===== config.mk =====
export PLATFORM = sky130hd
export DESIGN_NAME = router_pkt_reg
export DESIGN_NICKNAME = d
export VERILOG_FILES = /design/src/rtl/router_pkg.sv /design/src/rtl/router_chk_acc.sv /design/src/rtl/router_pkt_reg.sv
export SDC_FILE = /design/constraint.sdc
export NUM_CORES = 1
export LEC_CHECK = 0
export ABC_AREA = 1
export CORE_MARGIN = 3
export CORE_UTILIZATION = 42
export CTS_CLUSTER_DIAMETER = 150
export DETAILED_ROUTE_END_ITERATION = 7
export GPL_TIMING_DRIVEN = 1
export SYNTH_ARGS = -nofsm -noshare
export SYNTH_HDL_FRONTEND = slang
export SYNTH_SLANG_ARGS = --single-unit

===== constraint.sdc =====
create_clock -name clock -period 3.3 [get_ports clock]
set_input_delay 0.33 -clock clock [delete_from_list [all_inputs] [get_ports clock]]
set_output_delay 0.33 -clock clock [all_outputs]
set_load 0.05 [all_outputs]

===== src/rtl/router_pkg.sv =====
// ---------------------------------------------------------------------------
// router_pkg
//   Shared definitions for the router packet datapath.
//   - CHK_XOR / CHK_SUM : check-value accumulation modes
//   - DEF_*             : default byte, address and channel geometry
//   - chk_acc()         : one accumulation step, XOR parity or modular sum
// ---------------------------------------------------------------------------
package router_pkg;

   localparam int CHK_XOR    = 0;
   localparam int CHK_SUM    = 1;

   localparam int DEF_DW     = 8;
   localparam int DEF_ADDR_W = 2;
   localparam int DEF_NUM_CH = 3;

   // Widest byte the helper handles. Callers truncate the result to their
   // own width, which makes the sum wrap modulo 2^DW.
   localparam int ACC_W = 32;
   typedef logic [ACC_W-1:0] acc_word_t;

   function automatic acc_word_t chk_acc(input int mode, input acc_word_t a,
                                         input acc_word_t b);
      if (mode == CHK_SUM) return a + b;
      else                 return a ^ b;
   endfunction

endpackage


===== src/rtl/router_chk_acc.sv =====
// ---------------------------------------------------------------------------
// router_chk_acc
//   Running check value and payload byte counter for one packet.
//   Ports:
//     clock, resetn   system clock, synchronous active-low reset
//     chk_clr         zero the check value (new header cycle)
//     acc_en          fold acc_data into the check value
//     acc_data        byte to fold in
//     len_clr         zero the payload counter (accepted header)
//     len_inc         count one payload byte
//     int_chk         accumulated check value
//     count           payload byte count, saturating at all-ones
// ---------------------------------------------------------------------------
module router_chk_acc
   import router_pkg::*;
#(
   parameter int DW       = DEF_DW,
   parameter int LEN_W    = DEF_DW - DEF_ADDR_W,
   parameter int CHK_MODE = CHK_XOR
) (
   input  logic             clock,
   input  logic             resetn,
   input  logic             chk_clr,
   input  logic             acc_en,
   input  logic [DW-1:0]    acc_data,
   input  logic             len_clr,
   input  logic             len_inc,
   output logic [DW-1:0]    int_chk,
   output logic [LEN_W:0]   count
);

   // NOTE: reset is sampled on the clock edge (synchronous), and all state
   // updates use non-blocking assignments so every register sees the
   // pre-edge values of its neighbours.
   always_ff @(posedge clock) begin
      if (!resetn) begin
         int_chk <= '0;
         count   <= '0;
      end else begin
         if (chk_clr)
            int_chk <= '0;
         else if (acc_en)
            int_chk <= DW'(chk_acc(CHK_MODE, acc_word_t'(int_chk),
                                   acc_word_t'(acc_data)));

         if (len_clr)
            count <= '0;
         else if (len_inc && (count != '1))
            count <= count + 1'b1;
      end
   end

endmodule


===== src/rtl/router_pkt_reg.sv =====
// ---------------------------------------------------------------------------
// router_pkt_reg
//   Packet register between the input port and the channel FIFOs. Latches a
//   valid header, steers header / payload / held bytes onto dout, checks the
//   trailing check byte against an accumulated check value, checks payload
//   length against the header length field and counts bad packets.
//   Ports:
//     clock, resetn        system clock, synchronous active-low reset
//     pkt_valid            source is presenting packet bytes (low on check)
//     data_in              input byte
//     fifo_full            selected channel FIFO is full
//     detect_add .. rst_int_reg   one-hot FSM state strobes
//     cnt_clr              clear err_cnt
//     dout                 byte to the FIFO
//     parity_done          check byte has been received
//     low_pkt_valid        pkt_valid dropped while loading
//     err                  check value mismatch
//     len_err              payload count differs from header length
//     err_cnt              saturating count of packets with err or len_err
// ---------------------------------------------------------------------------
module router_pkt_reg
   import router_pkg::*;
#(
   parameter int DW       = DEF_DW,
   parameter int ADDR_W   = DEF_ADDR_W,
   parameter int NUM_CH   = DEF_NUM_CH,
   parameter int CHK_MODE = CHK_XOR,
   parameter int CNT_W    = 8
) (
   input  logic             clock,
   input  logic             resetn,
   input  logic             pkt_valid,
   input  logic [DW-1:0]    data_in,
   input  logic             fifo_full,
   input  logic             detect_add,
   input  logic             lfd_state,
   input  logic             ld_state,
   input  logic             laf_state,
   input  logic             full_state,
   input  logic             rst_int_reg,
   input  logic             cnt_clr,
   output logic [DW-1:0]    dout,
   output logic             parity_done,
   output logic             low_pkt_valid,
   output logic             err,
   output logic             len_err,
   output logic [CNT_W-1:0] err_cnt
);

   localparam int LEN_W = DW - ADDR_W;

   logic [DW-1:0]    header;
   logic [DW-1:0]    hold;
   logic             hold_pl;
   logic [DW-1:0]    pkt_chk;
   logic             done_q;

   logic             hdr_ok;
   logic [LEN_W-1:0] hdr_len;
   logic             pd_set;
   logic             eval;
   logic             chk_bad;
   logic             len_bad;

   logic             acc_en;
   logic [DW-1:0]    acc_data;
   logic             len_inc;
   logic [DW-1:0]    int_chk;
   logic [LEN_W:0]   count;

   // full_state has no effect here: FIFO back-pressure arrives via fifo_full.
   logic unused_full_state;
   assign unused_full_state = full_state;

   assign hdr_ok  = pkt_valid & detect_add &
                    (32'(data_in[ADDR_W-1:0]) < NUM_CH);
   assign hdr_len = header[DW-1:ADDR_W];

   // Check byte seen directly, or a check byte parked in hold is drained.
   assign pd_set  = (ld_state & !fifo_full & !pkt_valid) |
                    (laf_state & low_pkt_valid & !parity_done);

   assign chk_bad = (int_chk != pkt_chk);
   assign len_bad = (count != {1'b0, hdr_len});
   assign eval    = parity_done & !done_q;

   // Select what feeds the check value this cycle: header on lfd, a live
   // payload byte on ld, or a payload byte that was parked during fifo_full.
   always_comb begin
      // NOTE: every output of this block gets a default first, so no path
      // can leave one unassigned and infer a latch.
      acc_en   = 1'b0;
      acc_data = '0;
      len_inc  = 1'b0;
      if (lfd_state) begin
         acc_en   = 1'b1;
         acc_data = header;
      end else if (ld_state & pkt_valid & !fifo_full) begin
         acc_en   = 1'b1;
         acc_data = data_in;
         len_inc  = 1'b1;
      end else if (laf_state & hold_pl) begin
         acc_en   = 1'b1;
         acc_data = hold;
         len_inc  = 1'b1;
      end
   end

   router_chk_acc #(
      .DW       (DW),
      .LEN_W    (LEN_W),
      .CHK_MODE (CHK_MODE)
   ) u_chk_acc (
      .clock    (clock),
      .resetn   (resetn),
      .chk_clr  (detect_add),
      .acc_en   (acc_en),
      .acc_data (acc_data),
      .len_clr  (hdr_ok),
      .len_inc  (len_inc),
      .int_chk  (int_chk),
      .count    (count)
   );

   always_ff @(posedge clock) begin
      if (!resetn) begin
         header        <= '0;
         hold          <= '0;
         hold_pl       <= 1'b0;
         dout          <= '0;
         pkt_chk       <= '0;
         parity_done   <= 1'b0;
         low_pkt_valid <= 1'b0;
         err           <= 1'b0;
         len_err       <= 1'b0;
         done_q        <= 1'b0;
         err_cnt       <= '0;
      end else begin
         if (hdr_ok)
            header <= data_in;

         if (lfd_state)
            dout <= header;
         else if (ld_state & !fifo_full)
            dout <= data_in;
         else if (ld_state & fifo_full) begin
            hold    <= data_in;
            hold_pl <= pkt_valid;
         end else if (laf_state)
            dout <= hold;

         // Only the first byte after pkt_valid falls is the check byte.
         if (detect_add)
            pkt_chk <= '0;
         else if (ld_state & !pkt_valid & !low_pkt_valid)
            pkt_chk <= data_in;

         if (pd_set)
            parity_done <= 1'b1;
         else if (hdr_ok)
            parity_done <= 1'b0;

         if (rst_int_reg)
            low_pkt_valid <= 1'b0;
         else if (ld_state & !pkt_valid)
            low_pkt_valid <= 1'b1;

         err     <= parity_done & chk_bad;
         len_err <= parity_done & len_bad;
         done_q  <= parity_done;

         // Judge each packet once, on the first cycle parity_done is high.
         if (cnt_clr)
            err_cnt <= '0;
         else if (eval & (chk_bad | len_bad) & (err_cnt != '1))
            err_cnt <= err_cnt + 1'b1;
      end
   end

endmodule

# Yosys cells after proc, flatten, opt, wreduce, memory -nomap -nowiden
# Index checks and enable logic that the tools add are counted.
[word_totals]
ff_bits = 61
mem_bits_ro = 0
wordCells = 71
ram_bits = 0
memories = 0
output_inout_bits = 20
latchBits = 0
[classes]
magnitude_cmp = 1
add_sub_neg = 2
bitwise_logic = 23
n_shift = 0
n_div = 0
n_reduce_logical = 14
multipliers = 0
n_eq_ne = 5
mux = 13
[ops]
columns = ["cell", "count"]
rows = [
  ["$mux 8", 7],
  ["$and 1x1->1", 17],
  ["$add 8x1->8 const B", 1],
  ["$ne 8x8->1", 1],
  ["$ne 8x8->1 const B", 1],
  ["$reduce_or 2->1", 4],
  ["$xor 8x8->8", 1],
  ["$add 7x1->7 const B", 1],
  ["$ne 7x6->1", 1],
  ["$ne 7x7->1 const B", 1],
  ["$mux 1", 6],
  ["$logic_not 1->1", 5],
  ["$ne 3x3->1 const B", 1],
  ["$not 1->1", 3],
  ["$reduce_and 3->1", 1],
  ["$reduce_bool 3->1", 1],
  ["$lt 2x2->1 const B", 1],
  ["$or 1x1->1", 2],
  ["$reduce_and 2->1", 1],
  ["$reduce_bool 2->1", 1],
  ["$logic_and 1x1->1", 1],
]

# Longest topological paths before layout
# Gate-level depths: netlist of run 1.
[logic_depth]
word_depth = 5
depth_mapped = 12

# By module
# A second synthesis of run 1 with hierarchy kept.
[hier_totals]
cells_unflattened = 477
hier_area_um2 = 3138.0
[modules_own_cells]
columns = ["module", "instances", "seq_area_each_um2", "area_each_um2", "cells_per_inst"]
rows = [
  ["router_pkt_reg", 1, 920.9, 2437.3, 380],
  ["router_chk_acc", 1, 300.3, 700.7, 97],
]

# Worst setup path before layout of run 1
# No wires, ideal clock.
[synth_path]
path_type = "register -> register"
start = "register err_cnt[0]"
end = "register err_cnt[0]"
period_less_slack_ns = 1.739
setup_slack_ns = 1.561
n_path_buf = 0
stages_incl_launch_ff = 9
arrival_ns = 1.630
setup_time_ns = 0.110
cell_sequence = "dfxtp_1 -> ha_1 -> nand2_1 -> inv_1 -> nand4_1 -> nand3_1 -> nand2_1 -> inv_1 -> nor2_1"
[synth_via]
elab_chain_cells = 2
elab_cells_between_ends = 3
[synth_rtl]
columns = ["item", "line", "rtl"]
rows = [
  ["start, declared", "router_pkt_reg.sv:47", "output logic [CNT_W-1:0] err_cnt"],
  ["start signal, assigned", "router_pkt_reg.sv:176", "err_cnt <= err_cnt + 1'b1;"],
  ["branches (longest 2 deep; another with $add 8x1->8)", "-", ""],
]
# Parallel ways; which one is timed is not known.
# A chain may end at the register's enable or synchronous reset.

# Worst setup path after layout of run 1
[layout_path]
start = "input port ld_state"
end = "register u_chk_acc.count[3]"
[layout_via]
elab_chain_cells = 5
[layout_rtl]
columns = ["item", "line", "rtl"]
rows = [
  ["start, declared", "router_pkt_reg.sv:37", "input logic ld_state,"],
  ["$and 1x1->1 (2 in a row)", "router_pkt_reg.sv:98", "end else if (ld_state & pkt_valid & !fifo_full) begin"],
  ["$mux 1", "router_pkt_reg.sv:98", ""],
  ["$mux 1", "router_pkt_reg.sv:95", "if (lfd_state) begin"],
  ["$logic_and 1x1->1", "router_chk_acc.sv:48", "else if (len_inc && (count != '1))"],
  ["end signal, assigned", "router_chk_acc.sv:49", "count <= count + 1'b1;"],
  ["end, declared", "router_chk_acc.sv:29", "output logic [LEN_W:0] count"],
]
# Every way passes these cells.

==> flow_summary.ini, run 1 <==
[critical_path]
startpoint = ld_state
worstSetupStartpointType = input pin
worstReg2RegEnd = err_cnt[1]
critPathCaptureType = register
r2r_start = u_chk_acc.count[4]
worst-path-max-fanout = 14
r2r_cells = 11
r2r_setup_slack_ns = 1.55
path_class = input pin to register
cp_data_required_time_ns = 3.53
cp.arrival_ns = 2.19

[finish]
multi_input_area_um2 = 1460
register_area_um2 = 1220
layout_common_cells = nand2_1, inv_1, dfxtp_1
fin_area_um2 = 3620
drive_gt1_frac = 0.0595
final_common_cell = nand2_1
fin_nets = 505
n_antenna_cell = 0
area_delta_synth_final_pct = 19.7
fillCellCount = 720

[min_path]
holdCritStartpoint = hold[2]
hold_path_depth = 2
hp-class = register to register
worstHoldEndpoint = hold[2]

[global_routing]
grt-ovfl-total = 0
grt_max_degree = 29
grt_pass1_wl_um = 12300
antenna_found_initial = 0
grt_usage = 0.187
grt_pass1_vias = 2643

[synthesis]
seq_area_frac_synth = 0.404
yosysTopAreaCellShare = 0.404
synth_cell_types = 32
ys_seq_elements = 61
syn_avg_cell_area_um2 = 6.77
yosysTopAreaCell = dfxtp_1
synth_area_leaders = dfxtp_1, nand2_1, o21ai_0
syn-cell-area_um2 = 3030
synth_cells = 447
yosys_warnings = 0
synthesis.nets = 468

[sta]
final-max-slew-violation-count = 0
period_share = 0.593
rsz0062_at_grt = no
clock_skew_ns = 0.00766
relSlewSlack = 0.516
fin_setup_tns_ns = 0
period_minus_slack_ns = 1.96
clock.fmax_mhz = 511
whs_ns = 0.467
hold_viol = 0
setup_viol = 0
tightest_slew_ns = 0.724

[pwr]
cellLeakagePower_nw = 1.46
pwr-share-seq = 0.487
power_density_nw_per_um2 = 447
internal_power_mw = 1.16
swShare = 0.285
p_total_mw = 1.62
pwr-share-clk = 0.358
vdd_drop_max_mv = 0.270
pwr-share-comb = 0.156
p_switching_uw = 462

[clock_network]
ctsHoldBuffers = 0
cts_buffer_depth = 2
cts_max_level = 3
cts-root-buf = clkbuf_8
cts-resized-gates = 0
post_cts_buffers = 0
cts.reportedPaths.clkPinSlew_ns = 0.06
tritoncts = built
clock_latency_ns = 0.34
numCtsBuffers = 9
cts.sink_count = 61

[route]
drc = 0
dr.first_iter.drc_count = 152
dr.pass1.iters = 6
postRouteAntennaNets = 0
vias = 2920
viasPerCell = 5.01
detail_route.wl_per_cell_um = 12.8
drt_wl_total_um = 7480

[floorplanning]
dieWidth_um = 90.9
die_h_um = 90.9
start_util = 0.438
rows = 30
io_pins = 39
die_area_um2 = 8260
core_area_um2 = 6910

[status]
status = finished clean

[place]
place_area_um2 = 3460
dp_hpwl_um = 5280
gp_congestion = 0.791
port_buffers = 37

[job]
cap_violations = 0
-- layout make-up --
class	count	share of cell area
multi-input cells	302	0.403
clock inverters	2	0.00276
well taps	96	0.0332
inverters	70	0.0725
clock buffers	12	0.0428
flip-flops and latches	61	0.337
repair buffers	40	0.108
-- cells by family (layout without fill, tap and decap cells) --
kind of cell / count (synthesis) / count (layout) / share of synthesized area
adders and majority gates: 2 / 2 / 0.00827
AOI/OAI and AO/OA: 114 / 114 / 0.210
buffers and inverters: 84 / 124 / 0.114
DFF: 61 / 61 / 0.404
xor gates and xnor gates: 4 / 4 / 0.0116
and+or+nand+nor: 182 / 182 / 0.253
-- state kept, by name, summed over array words and instances, names as in the netlist --
| register | cells |
|---|---|
| done_q | 1 |
| dout | 8 |
| err | 1 |
| err_cnt | 8 |
| header | 8 |
| hold | 8 |
| hold_pl | 1 |
| len_err | 1 |
| low_pkt_valid | 1 |
| parity_done | 1 |
| pkt_chk | 8 |
| u_chk_acc.count | 7 |
| u_chk_acc.int_chk | 8 |
-- per-stage QoR --
step | util | worst slack, ns | std cells
detailed placement | 0.501 | 0.976 | 569
CTS | 0.524 | 1.35 | 583
finish | 0.524 | 1.34 | 583
floorplan | - | 1.56 | 447
global route | 0.524 | 1.20 | 583
global placement | 0.501 | 0.998 | 569
-- power by group through the flow --
stage	clock (mW)	combinational, mW	sequential [mW]
detailed placement	0	0.251	0.803
floorplan	0	0.131	0.840
CTS	0.601	0.252	0.787
global placement	0	0.248	0.803
global route	0.628	0.279	0.790
finish	0.579	0.252	0.787
-- how the worst max path moves through the flow --
stage	slack (ns)	endpoint
after global routing	1.20	u_chk_acc.count[3]
after global placement	1.0	u_chk_acc.count[3]
after floorplan	1.56	err_cnt[0]
final	1.34	u_chk_acc.count[3]
after CTS	1.35	u_chk_acc.count[3]
after detailed placement	0.98	u_chk_acc.count[3]
-- Yosys cell counts (all sizes together) --
cell type / number
or3: 2
o31ai: 1
xnor2: 2
o21bai: 5
xor2: 2
a21oi: 38
o21ai: 53
nand4: 8
ha: 2
inv: 70
a21boi: 1
clkbuf: 7
nor2: 51
nand2: 99
buf: 7
a31oi: 8
nor3: 4
o21a: 1
nand3: 18
a2111oi: 1
dfxtp: 61
o211ai: 6
-- layer usage --
layer  track usage  up-vias  part of all wire
met5             0        -                 0
met2         0.301       64              0.46
met1         0.238     1322              0.48
met3        0.0542       11             0.053
met4        0.0653        0             0.015
li1              -     1523                 -
-- critical path: stages --
cell	delay, ns
clkdlybuf4s50_1	0.47
inv_2	0.07
nor2_4	0.30
nand2_2	0.27
a21oi_4	0.26
nand2_2	0.13
nor2_2	0.17
a21oi_1	0.08
o21a_1	0.11
Note: power is estimated with default switching activity, not from simulation.
==> run 2: changes to the inputs <==
Settings changed: PLACE_DENSITY set to 0.66.
Clock period 3.3 ns to 1.7 ns, I/O delays scaled along.
==> flow_summary.ini, run 2 (synthesis results as in run 1) <==
[status]
status = finished clean

[route]
dr.first_iter.drc_count = 143
detail_route.wl_per_cell_um = 12.1
dr.pass1.iters = 4
drt_wl_total_um = 7300
drc = 0
postRouteAntennaNets = 0
vias = 2973
viasPerCell = 4.94

[sta]
tightest_slew_ns = 0.517
clock.fmax_mhz = 611
hold_viol = 0
final-max-slew-violation-count = 0
rsz0062_at_grt = no
period_minus_slack_ns = 1.64
period_share = 0.963
setup_viol = 0
clock_skew_ns = 0.00944
relSlewSlack = 0.655

[floorplanning]
io_pins = 39
die_h_um = 90.9
die_area_um2 = 8260
dieWidth_um = 90.9
core_area_um2 = 6910
rows = 30
start_util = 0.438

[critical_path]
slowest_delay_ns = 0.80
worstSetupStartpointType = register
critPathCaptureType = primary output
r2r_setup_slack_ns = 0.21
worst-path-max-fanout = 2
path_class = register to primary output
cpMaxStageDelayCell = clkdlybuf4s50_1
cp_data_required_time_ns = 1.53
path_delay_family = buffers and inverters
cp.arrival_ns = 1.47
path_buf_inv = 1
path_cells = clkdlybuf4s50_1

[clock_network]
ctsHoldBuffers = 0
tritoncts = built
numCtsBuffers = 9
cts_buffer_depth = 2
cts_max_level = 3
cts.sink_count = 61
clock_latency_ns = 0.34
cts.reportedPaths.clkPinSlew_ns = 0.07
cts-root-buf = clkbuf_8

[finish]
fin_nets = 522
fin_area_um2 = 3850
fin_util = 0.558
drive_gt1_frac = 0.117
n_antenna_cell = 0
final_common_cell = nand2_1
instances_no_fill = 602
area_delta_synth_final_pct = 27.3
layout_common_cells = nand2_1, inv_1, dfxtp_1

[place]
port_buffers = 37
place_inst = 586
dp_hpwl_um = 5410
place_area_um2 = 3600
gp_congestion = 0.835

[job]
cap_violations = 0

[pwr]
cellLeakagePower_nw = 1.68
power_density_nw_per_um2 = 933
vdd_drop_max_mv = 0.518

[global_routing]
antenna_found_initial = 0
grt_usage = 0.185
grt_pass1_vias = 2751
grt_pass1_wl_um = 12500
grt-ovfl-total = 0
grt_max_degree = 29

[min_path]
hp-class = input pin to register
==> run 2: cell types whose count changed in the layout (fill, tap and decap cells not counted), sizes merged, moves of 2 or more <==
cell,change
dlygate4sd2,+3
bufinv,+2
dlymetal6s2s,+4
clkdlybuf4s50,-13
buf,+23
==> run 2: what timing repair did <==
| action | in CTS | in global routing |
|---|---|---|
| endpoints found under the setup margin | 3 | 10 |
| buffers inserted | 0 | 0 |
| gates cloned | 0 | 0 |
| resized for setup | 3 | 6 |
==> run 2: area by class of cell <==
class                           count  area, µm²
Clock buffer                       13        179
Sequential cell                    61       1220
Timing Repair Buffer               57        537
Inverter                           70        263
Clock inverter                      3       65.1
Fill cell                         688       3050
Tap cell                           96        120
Multi-Input combinational cell    302       1470
==> run 2: report_power, final <==
| part | internal (mW) | switching [mW] |
|---|---|---|
| clock | 0.984 | 0.558 |
| combinational | 0.197 | 0.325 |
| sequential | 1.49 | 0.0390 |
==> run 2: worst paths after layout <==
path / to / cells after the start / startpoint
max: dout[6] / 1 / dout[6]
min: low_pkt_valid / 2 / rst_int_reg
max reg2reg: err_cnt[1] / 8 / err_cnt[0]
min reg2reg: hold[6] / 2 / hold[6]
==> run 2: metal layers <==
metal  up-vias  part of all wire  wire length [µm]  global-route usage
met2        70              0.45              3320               0.299
li1       1557                 -                 -                   -
met4         0             0.012                91              0.0590
met3         8             0.051               375              0.0475
met1      1338              0.48              3520               0.242
met5         -                 0                 0                   0
==> run 2: stage by stage <==
| stage | setup TNS (ns) | hold WS [ns] | setup WS [ns] | total power [mW] |
|---|---|---|---|---|
| global route | 0 | 0.371 | 0.00964 | 3.74 |
| CTS | 0 | 0.342 | 0.00392 | 3.62 |
| floorplan | 0 | 0.242 | 0.146 | 1.89 |
| finish | 0 | 0.350 | 0.0634 | 3.59 |
| detailed placement | -0.225 | 0.456 | -0.0474 | 2.08 |
| global placement | -0.0245 | 0.450 | -0.0163 | 2.07 |
